[src/rtl/watch_mod_counter.sv]
// Modulo-(MAX+1) counter stage for the watch seconds/minutes/hours chain.
// Provides a registered count, a one-cycle wrap carry and a wrap-toggled square wave.
module watch_mod_counter #(
    parameter int WIDTH      = 6,
    parameter int MAX        = 59,
    parameter bit RST_TOGGLE = 1'b1
) (
    input  logic             clk_i,
    input  logic             rst_i,
    input  logic             en_i,
    input  logic             clr_i,
    input  logic             load_i,
    input  logic [WIDTH-1:0] load_val_i,
    input  logic             inc_i,
    output logic [WIDTH-1:0] count_o,
    output logic             carry_o,
    output logic             toggle_o
);

    localparam logic [WIDTH-1:0] MAX_C    = WIDTH'(MAX);
    // Terminal value of the widened increment; holds 2**WIDTH when MAX is all ones.
    localparam logic [WIDTH:0]   TERM_EXT = (WIDTH+1)'(MAX + 1);

    // Saturating load: values above the terminal count load the terminal count.
    function automatic logic [WIDTH-1:0] sat_load(input logic [WIDTH-1:0] val);
        logic [WIDTH-1:0] res;
        if (val > MAX_C) begin
            res = MAX_C;
        end else begin
            res = val;
        end
        return res;
    endfunction

    logic [WIDTH-1:0] r_count;
    logic             r_carry;
    logic             r_toggle;

    logic             w_advance;
    logic [WIDTH:0]   w_inc_ext;
    logic             w_at_max;
    logic [WIDTH-1:0] w_count_nxt;
    logic             w_carry_nxt;
    logic             w_toggle_nxt;

    assign w_advance = en_i | inc_i;
    assign w_inc_ext = {1'b0, r_count} + {{WIDTH{1'b0}}, 1'b1};
    assign w_at_max  = (w_inc_ext == TERM_EXT);

    // Next-state selection: clear, then load, then wrap, then step, else hold.
    always_comb begin
        w_count_nxt  = r_count;
        w_carry_nxt  = 1'b0;
        w_toggle_nxt = r_toggle;
        if (clr_i) begin
            w_count_nxt = {WIDTH{1'b0}};
        end else if (load_i) begin
            w_count_nxt = sat_load(load_val_i);
        end else if (w_advance && w_at_max) begin
            w_count_nxt  = {WIDTH{1'b0}};
            w_carry_nxt  = 1'b1;
            w_toggle_nxt = ~r_toggle;
        end else if (w_advance) begin
            w_count_nxt = w_inc_ext[WIDTH-1:0];
        end else begin
            w_count_nxt = r_count;
        end
    end

    // State registers with asynchronous active-low reset.
    always_ff @(posedge clk_i or negedge rst_i) begin
        if (!rst_i) begin
            r_count  <= {WIDTH{1'b0}};
            r_carry  <= 1'b0;
            r_toggle <= RST_TOGGLE;
        end else begin
            r_count  <= w_count_nxt;
            r_carry  <= w_carry_nxt;
            r_toggle <= w_toggle_nxt;
        end
    end

    assign count_o  = r_count;
    assign carry_o  = r_carry;
    assign toggle_o = r_toggle;

endmodule

[config.mk]
export PLATFORM = sky130hd
export DESIGN_NAME = watch_mod_counter
export DESIGN_NICKNAME = d
export VERILOG_FILES = /design/src/rtl/watch_mod_counter.sv
export SDC_FILE = /design/constraint.sdc
export NUM_CORES = 1
export LEC_CHECK = 0
export CORE_AREA = 3 3 40 42
export CTS_BUF_LIST = sky130_fd_sc_hd__clkbuf_8
export DETAILED_ROUTE_END_ITERATION = 10
export DIE_AREA = 0 0 43 45
export HOLD_SLACK_MARGIN = 0.06
export MAX_ROUTING_LAYER = met4
export PLACE_DENSITY = 0.88
export RECOVER_POWER = 50
export SYNTH_ARGS = -nofsm -noshare
export SYNTH_HDL_FRONTEND = slang
export SYNTH_SLANG_ARGS = --single-unit
[constraint.sdc]
create_clock -name clk_i -period 1.7 [get_ports clk_i]
set_input_delay 0.255 -clock clk_i [delete_from_list [all_inputs] [get_ports clk_i]]
set_output_delay 0.255 -clock clk_i [all_outputs]
set_load 0.02 [all_outputs]
* After elaboration in Yosys (flattened, before gate mapping)
Index checks and enable logic that the tools add are counted.
** Storage, ports and cells
- Input bits :: 12
- Output and inout port bits :: 8
- Logic and storage cells :: 21
- Register bits after elaboration :: 8
** Cells by class
- Equality and inequality tests :: 1
- $lt $le $gt $ge :: 1
- Reduce and logical (&&, ||, !) cells :: 3
- Bitwise gates (word level) :: 4
- Multiplexer cells :: 8
- Add/subtract/negate cells :: 1
** Operator list (count)
- two-way mux 6 bit :: 5
- adder 6 x 1 -> 7 bit (second input constant) :: 1
- equality test 7 x 6 -> 1 bit (second input constant) :: 1
- greater-than comparator 6 bit (second input constant) :: 1
- nonzero test 4 bit :: 1
- two-way mux 1 bit :: 3
- NOT 1 bit :: 3
- AND reduction 3 bit :: 1
- logical AND 1 bit :: 1
- bitwise OR 1 bit :: 1

* Depth between registers and ports, before layout
Gate-level depths: netlist of the first run.
- Depth after elaboration :: 6
- Depth in mapped cells :: 5

* Worst setup path before layout of the first run
No wires, ideal clock.
- Kind :: register to register
- Start point :: register r_count[0], in the netlist count_o[0]
- End point :: register r_count[2], in the netlist count_o[2]
- Data required time :: 1565 ps
- Stages on the path, launching flop included :: 6
- Setup slack :: 185 ps
- Clock period less this slack :: 1515 ps
- Arrival time :: 1381 ps
- Library setup time :: 135 ps
- Path buffers :: 0
- Path through :: dfrtp_1 > ha_1 > xor2_1 > nand3_2 > nor2_2 > o211ai_1
** Between the ends
- Longest elaborated chain between the ends :: 6
- Elaborated cells between the ends (all ways) :: 8
** RTL lines
- start, declared :: RTL line 35 : logic [WIDTH-1:0] r_count;
- start signal, assigned :: RTL line 73 : r_count <= {WIDTH{1'b0}};
- start signal, assigned :: RTL line 77 : r_count <= w_count_nxt;
- adder 6 x 1 -> 7 bit (*) :: RTL line 47 : assign w_inc_ext = {1'b0, r_count} + {{WIDTH{1'b0}}, 1'b1};
- equality test 7 x 6 -> 1 bit :: RTL line 48 : assign w_at_max = (w_inc_ext == TERM_EXT);
- logical AND 1 bit :: RTL line 59 : end else if (w_advance && w_at_max) begin
- two-way mux 6 bit :: RTL line 59
- two-way mux 6 bit :: RTL line 57 : end else if (load_i) begin
- two-way mux 6 bit :: RTL line 55 : if (clr_i) begin
Mark *: on every way between the ends. The rest lies on a longest branch, timed or not. The select of a mux whose other input is x is not followed.
A chain may end at the register's enable or synchronous reset.

* Worst setup path in the final report of the first run
- Start point :: register r_count[2], in the netlist count_o[2]
- End point :: output count_o[2]
** RTL lines
- end, declared :: RTL line 15 : output logic [WIDTH-1:0] count_o,
No word-level cell between the ends.

==> results of run 1 <==
[placed cells by master, fill, tap and decap left out, types with 2 or more instances in the layout]
master / n
dlygate4sd3_1: 4
buf_4: 7
a32oi_1: 3
nand3_1: 3
a22oi_1: 2
dfrtp_1: 6
clkdlybuf4s50_1: 15
xor2_1: 4
nand2_1: 3
nand3b_1: 2
clkbuf_8: 3
o31ai_1: 4
inv_1: 3
o211ai_1: 3
nor2_1: 2
[kinds of logic (layout without fill, tap and decap cells)]
logic type               after synthesis  count (layout)  synth area share
AO/OA/AOI/OAI                         17              17            0.2402
XOR/XNOR                               5               5           0.08952
adder cells (fa/ha/maj)                2               2           0.04366
buffers and inverters                  3              32           0.02183
flip-flops                             8               8            0.3515
AND/OR/NAND/NOR                       21              21            0.2533
[layer usage]
metal | GRT usage | routed length (um) | vias up
met5 | - | 0 | -
met4 | 0.1928 | 108 | 0
met3 | 0.05179 | 68 | 13
met2 | 0.3413 | 932 | 23
met1 | 0.2344 | 664 | 306
li1 | - | - | 284
[final timing paths]
kind | from | end | slack (ns) | depth (start not counted)
max | count_o[2]$_DFFE_PN0P_ | count_o[2] | 0.06 | 1
min | rst_i | carry_o$_DFF_PN0_ | 0.38 | 1
max reg2reg | count_o[1]$_DFFE_PN0P_ | count_o[2]$_DFFE_PN0P_ | 0.11 | 5
min reg2reg | toggle_o$_DFFE_PN1P_ | toggle_o$_DFFE_PN1P_ | 0.52 | 1
max in group asynchronous | rst_i | toggle_o$_DFFE_PN1P_ | 0.99 | 1
min in group clk_i | toggle_o$_DFFE_PN1P_ | toggle_o$_DFFE_PN1P_ | 0.52 | 1
[cell type report]
cell class	count	area, um2	area share
tap	15	18.77	0.02083
timing repair buffer	26	242.7	0.2694
clock buffer	3	41.29	0.04583
sequential	8	202.7	0.2250
multi-input combinational	45	384.1	0.4264
clock inverter	1	3.754	0.004167
inverter	2	7.507	0.008333
[synthesized netlist by cell type, types with 2 or more instances]
library cell / n
nand3_1: 3
a32oi_1: 3
nand2_1: 3
nor3_1: 2
nand3b_1: 2
ha_1: 2
a22oi_1: 2
o211ai_1: 3
o31ai_1: 4
nor2_1: 2
inv_1: 2
dfrtp_1: 7
xor2_1: 4
[registers in the layout (all words and copies together) (netlist names)]
signal    cells
count_o       6
carry_o       1
toggle_o      1
[stage by stage]
| step | setup TNS (ns) | cell area [um2] |
|---|---|---|
| 2_1_floorplan | 0 | 573.1 |
| 3_3_place_gp | -0.07483 | 829.5 |
| 3_5_place_dp | -0.4851 | 829.5 |
| 4_1_cts | 0 | 874.6 |
| 5_1_grt | -0.007544 | 900.9 |
| 6_report | 0 | 900.9 |
[power breakdown]
group	switching [uW]	internal [uW]	leakage (uW)
logic	90.7	87.4	0.000243
registers	26.4	207	0.000101
clock network	79.4	157	0.0000269
==> reports/results.ini, run 1 <==
[outcome]
status = completed

[timing]
post-route-worst-setup-slack_ns = 0.05801
setup_viol_count_final = 0
tightestPinTransition_ns = 0.4126
fin_skew_ns = 0.008396
whs_ns = 0.3837
finalCritPeriodShare = 0.9659
drv_slew = 0
maxSlewHeadroom = 0.7247
layout_min_cycle_time_ns = 1.642
max_freq_ghz = 0.6090
finalHoldViolations = 0

[floorplan]
core_um2 = 1285
ioPinCount = 20
fp.dieW_um = 43
die-area_um2 = 1935
die_y_um = 45
num_rows = 13
initial_utilization = 0.4460

[critical_path]
cp_data_required_time_ns = 1.44
end_kind = output pin
worstPathArrival_ns = 1.39
start_kind = flip-flop
crit_chain = clkdlybuf4s50_1
critPathSlowestCell = clkdlybuf4s50_1
cp_top_family = buffers and inverters
crit_fanout = 8
worstSetupPathType = flip-flop to output pin
crit_buf_inv = 1
slowest_delay_ns = 0.66

[yosys]
synthCells = 56
ys_ff_latch = 8
syn_area_um2 = 573.1
ys_top_cells_by_area = dfrtp_1, xor2_1, o31ai_1
synth_top_area_frac = 0.3057
yosys.area.top_type = dfrtp_1
syn_avg_cell_area_um2 = 10.23
ys_seq_area_frac = 0.3515
synth-edff-count = 0
async_flop_share = 1.000
synth_nets = 70
ys_types = 30
ys_warn_count = 0
synthFlopType = dfrtp_1

[global_routing]
grt_pass1_wl_um = 2904
grt_overflow = 0
grt_max_degree = 9
grt_pass1_vias = 634
antenna_found_initial = 0
grtUsageTotal = 0.2196

[routing]
dr.pass1.iters = 4
first_iter_violations = 11
drc = 0
vias = 626
viasPerCell = 6.260
ant_nets = 0
wirelength_um = 1773
wl_per_cell_um = 17.73

[cells_and_area]
diodes = 0
num-nets-final = 100
drive_gt1_frac = 0.2471
areaGrowthSynthToFinish_pct = 57.21
fin_cells = 100
utilization = 0.7011
n_fill_cell = 90

[place]
dp_cells = 96
routabilityCongestion = 0.8449
dp_hpwl_um = 1398
portBuffers = 19
dp_worst_setup_slack_ns = -0.1633

[clock_network]
cts_max_path_buffers = 2
root_buffer = clkbuf_8
post_cts_resized = 0
clkTransAtPathRegs_ns = 0.05
cts_tree = yes
postCtsSetupRepairBufs = 0
clock-sinks = 8
clk-insertion-delay-late_ns = 0.23
cts-hold-fix-buffers = 0
cts_inserted_buffers = 3
h-tree-depth = 1

[flow_run]
drv_cap = 0

[power]
power_density_nw_per_um2 = 718.6
total_power_uw = 647.4
leakage_uw = 0.0003714
vdd_drop_max_mv = 0.4344

[min_path]
min_path_type = primary input to asynchronous set/reset pin

Power figures use the tool's default switching activity.
==> run 2, diff against run 1 <==
CORE_AREA = 2 2 39 41   (was 3 3 40 42)
CTS_CLUSTER_DIAMETER = 50   (was unset)
DIE_AREA = 0 0 41 43   (was 0 0 43 45)
clock period = 2 ns   (was 1.7 ns; I/O delays follow)
==> run 2 against run 1 <==
Against the previous run:
- sequential cell count unchanged
- critical path depth grew 4
- total power down 15%
- hold slack better by 0.036 ns
- clock power decreased by 12%
==> reports/results.ini, run 2 (same netlist as run 1, synthesis figures left out) <==
[global_routing]
grt_pass1_wl_um = 2518  ; -13%
grtUsageTotal = 0.2235  ; +0.003875
grt_overflow = 0  ; unchanged
grt_pass1_vias = 579  ; -8.7%
antenna_found_initial = 0  ; unchanged
grt_max_degree = 9  ; unchanged

[routing]
first_iter_violations = 39  ; +28
wirelength_um = 1594  ; -10%
vias = 608  ; -2.9%
dr.pass1.iters = 4  ; unchanged
viasPerCell = 6.141  ; -1.9%
ant_nets = 0  ; unchanged
drc = 0  ; unchanged
wl_per_cell_um = 16.10  ; -9.2%

[timing]
finalHoldViolations = 0  ; unchanged
rsz0062_at_grt = false
maxSlewHeadroom = 0.6528  ; -0.07191
setup_viol_count_final = 0  ; unchanged
fin_skew_ns = 0.0003841  ; -0.008012 ns
fin_setup_tns_ns = 0  ; unchanged
layout_min_cycle_time_ns = 1.737
max_freq_ghz = 0.5757
finalCritPeriodShare = 0.8685
tightestPinTransition_ns = 0.5168  ; +0.1042 ns
drv_slew = 0  ; unchanged

[clock_network]
post_cts_resized = 0  ; unchanged
cts_tree = yes
clock-sinks = 8  ; unchanged
clkTransAtPathRegs_ns = 0.04  ; about the same
clk-insertion-delay-late_ns = 0.23  ; about the same
root_buffer = clkbuf_8
cts-hold-fix-buffers = 0  ; unchanged
postCtsSetupRepairBufs = 0  ; unchanged
h-tree-depth = 1  ; unchanged
cts_max_path_buffers = 2  ; unchanged
cts_inserted_buffers = 3  ; unchanged

[cells_and_area]
final_cell_mix = clkdlybuf4s50_1, dfrtp_1, buf_4
final_common_cell = clkdlybuf4s50_1
final_cell_area_um2 = 860.8  ; -4.4%
areaGrowthSynthToFinish_pct = 50.22
drive_gt1_frac = 0.1928  ; -0.05429
largest_reg_flops = 6  ; unchanged
diodes = 0  ; unchanged
num-nets-final = 98  ; -2.0%
n_fill_cell = 120  ; +33%

[critical_path]
crit_fanout = 6  ; -2
start_kind = primary input
worstPathArrival_ns = 1.88  ; +0.49 ns
rr_worst_depth = 5  ; unchanged
crit_chain = clkdlybuf4s50_1 -> nor3_1 -> a2111oi_2 -> nand3b_1 -> o211ai_1
cp-startpoint = load_i
cp_data_required_time_ns = 2.14  ; +0.70 ns
worstReg2RegStart = count_o[0]$_DFFE_PN0P_
rr_endpoint = count_o[2]$_DFFE_PN0P_
end_kind = flip-flop
worstSetupPathType = primary input to flip-flop
slowest_delay_ns = 0.60  ; -0.06 ns
crit_buf_inv = 1  ; unchanged
ff2ff_setup_slack_ns = 0.32  ; +0.21 ns
cp_top_family = compound AO/OA/AOI/OAI gates
critPathSlowestCell = clkdlybuf4s50_1
endpoint = count_o[2]$_DFFE_PN0P_
cp.depth = 5  ; +4

[place]
routabilityCongestion = 0.8642  ; +2.3%
post_dp_cell_area_um2 = 815.8  ; -1.7%
portBuffers = 19  ; unchanged
dp_hpwl_um = 1208  ; -14%

[power]
vdd_drop_max_mv = 0.3623  ; -17%
leakage_uw = 0.0003632  ; -2.2%
power_density_nw_per_um2 = 637.9  ; -11%

[floorplan]
die_y_um = 43  ; -4.4%
fp.dieW_um = 41  ; -4.7%
num_rows = 14  ; +1
core_um2 = 1384  ; +7.7%
die-area_um2 = 1763  ; -8.9%
ioPinCount = 20  ; unchanged
initial_utilization = 0.4141  ; -0.03185

[flow_run]
drv_cap = 0  ; unchanged

[min_path]
min_path_type = primary input to asynchronous set/reset pin

[outcome]
status = completed

run 2: worst min-delay path by stage:
stage / start / to / slack (ns) / depth (start not counted)
2_1_floorplan: rst_i / carry_o$_DFF_PN0_ / 0.004 / 0
3_3_place_gp: toggle_o$_DFFE_PN1P_ / toggle_o$_DFFE_PN1P_ / 0.51 / 1
3_5_place_dp: toggle_o$_DFFE_PN1P_ / toggle_o$_DFFE_PN1P_ / 0.52 / 1
4_1_cts: rst_i / count_o[3]$_DFFE_PN0P_ / 0.36 / 1
5_1_grt: rst_i / count_o[3]$_DFFE_PN0P_ / 0.45 / 1
6_report: rst_i / count_o[3]$_DFFE_PN0P_ / 0.42 / 1
run 2: power breakdown:
| part | switching (uW) | internal [uW] |
|---|---|---|
| Combinational | 72.3 | 70.2 |
| Sequential | 23.5 | 175 |
| Clock | 74.2 | 134 |
| Total | 170 | 379 |
run 2: per-layer routing:
metal  GRT usage  vias to the layer above  wire (um)
met1      0.2558                      291        600
met3     0.04712                        8        128
li1            -                      275          -
met5           -                        -          0
met4      0.1400                        0         55
met2      0.3375                       34        809
run 2: per-stage QoR:
stage	setup WS (ns)	std cells	total power (uW)	hold WS, ns	utilization
after floorplan	0.4845	56	262.5	0.004409	-
after global placement	0.1983	95	336.8	0.5131	0.5895
after detailed placement	0.06485	95	342.5	0.5179	0.5895
after CTS	0.2693	99	552.9	0.3558	0.6221
after global routing	0.1733	99	574.1	0.4522	0.6221
final	0.2630	99	549.1	0.4198	0.6221
run 2: area by class of cell:
type	instances	area [um2]	area share
flip-flops and latches	8	201.4	0.2340
clock buffers	3	41.29	0.04797
well taps	16	20.02	0.02326
inverters	2	7.507	0.008721
repair buffers	24	227.7	0.2645
multi-input cells	45	359.1	0.4172
clock inverters	1	3.754	0.004360
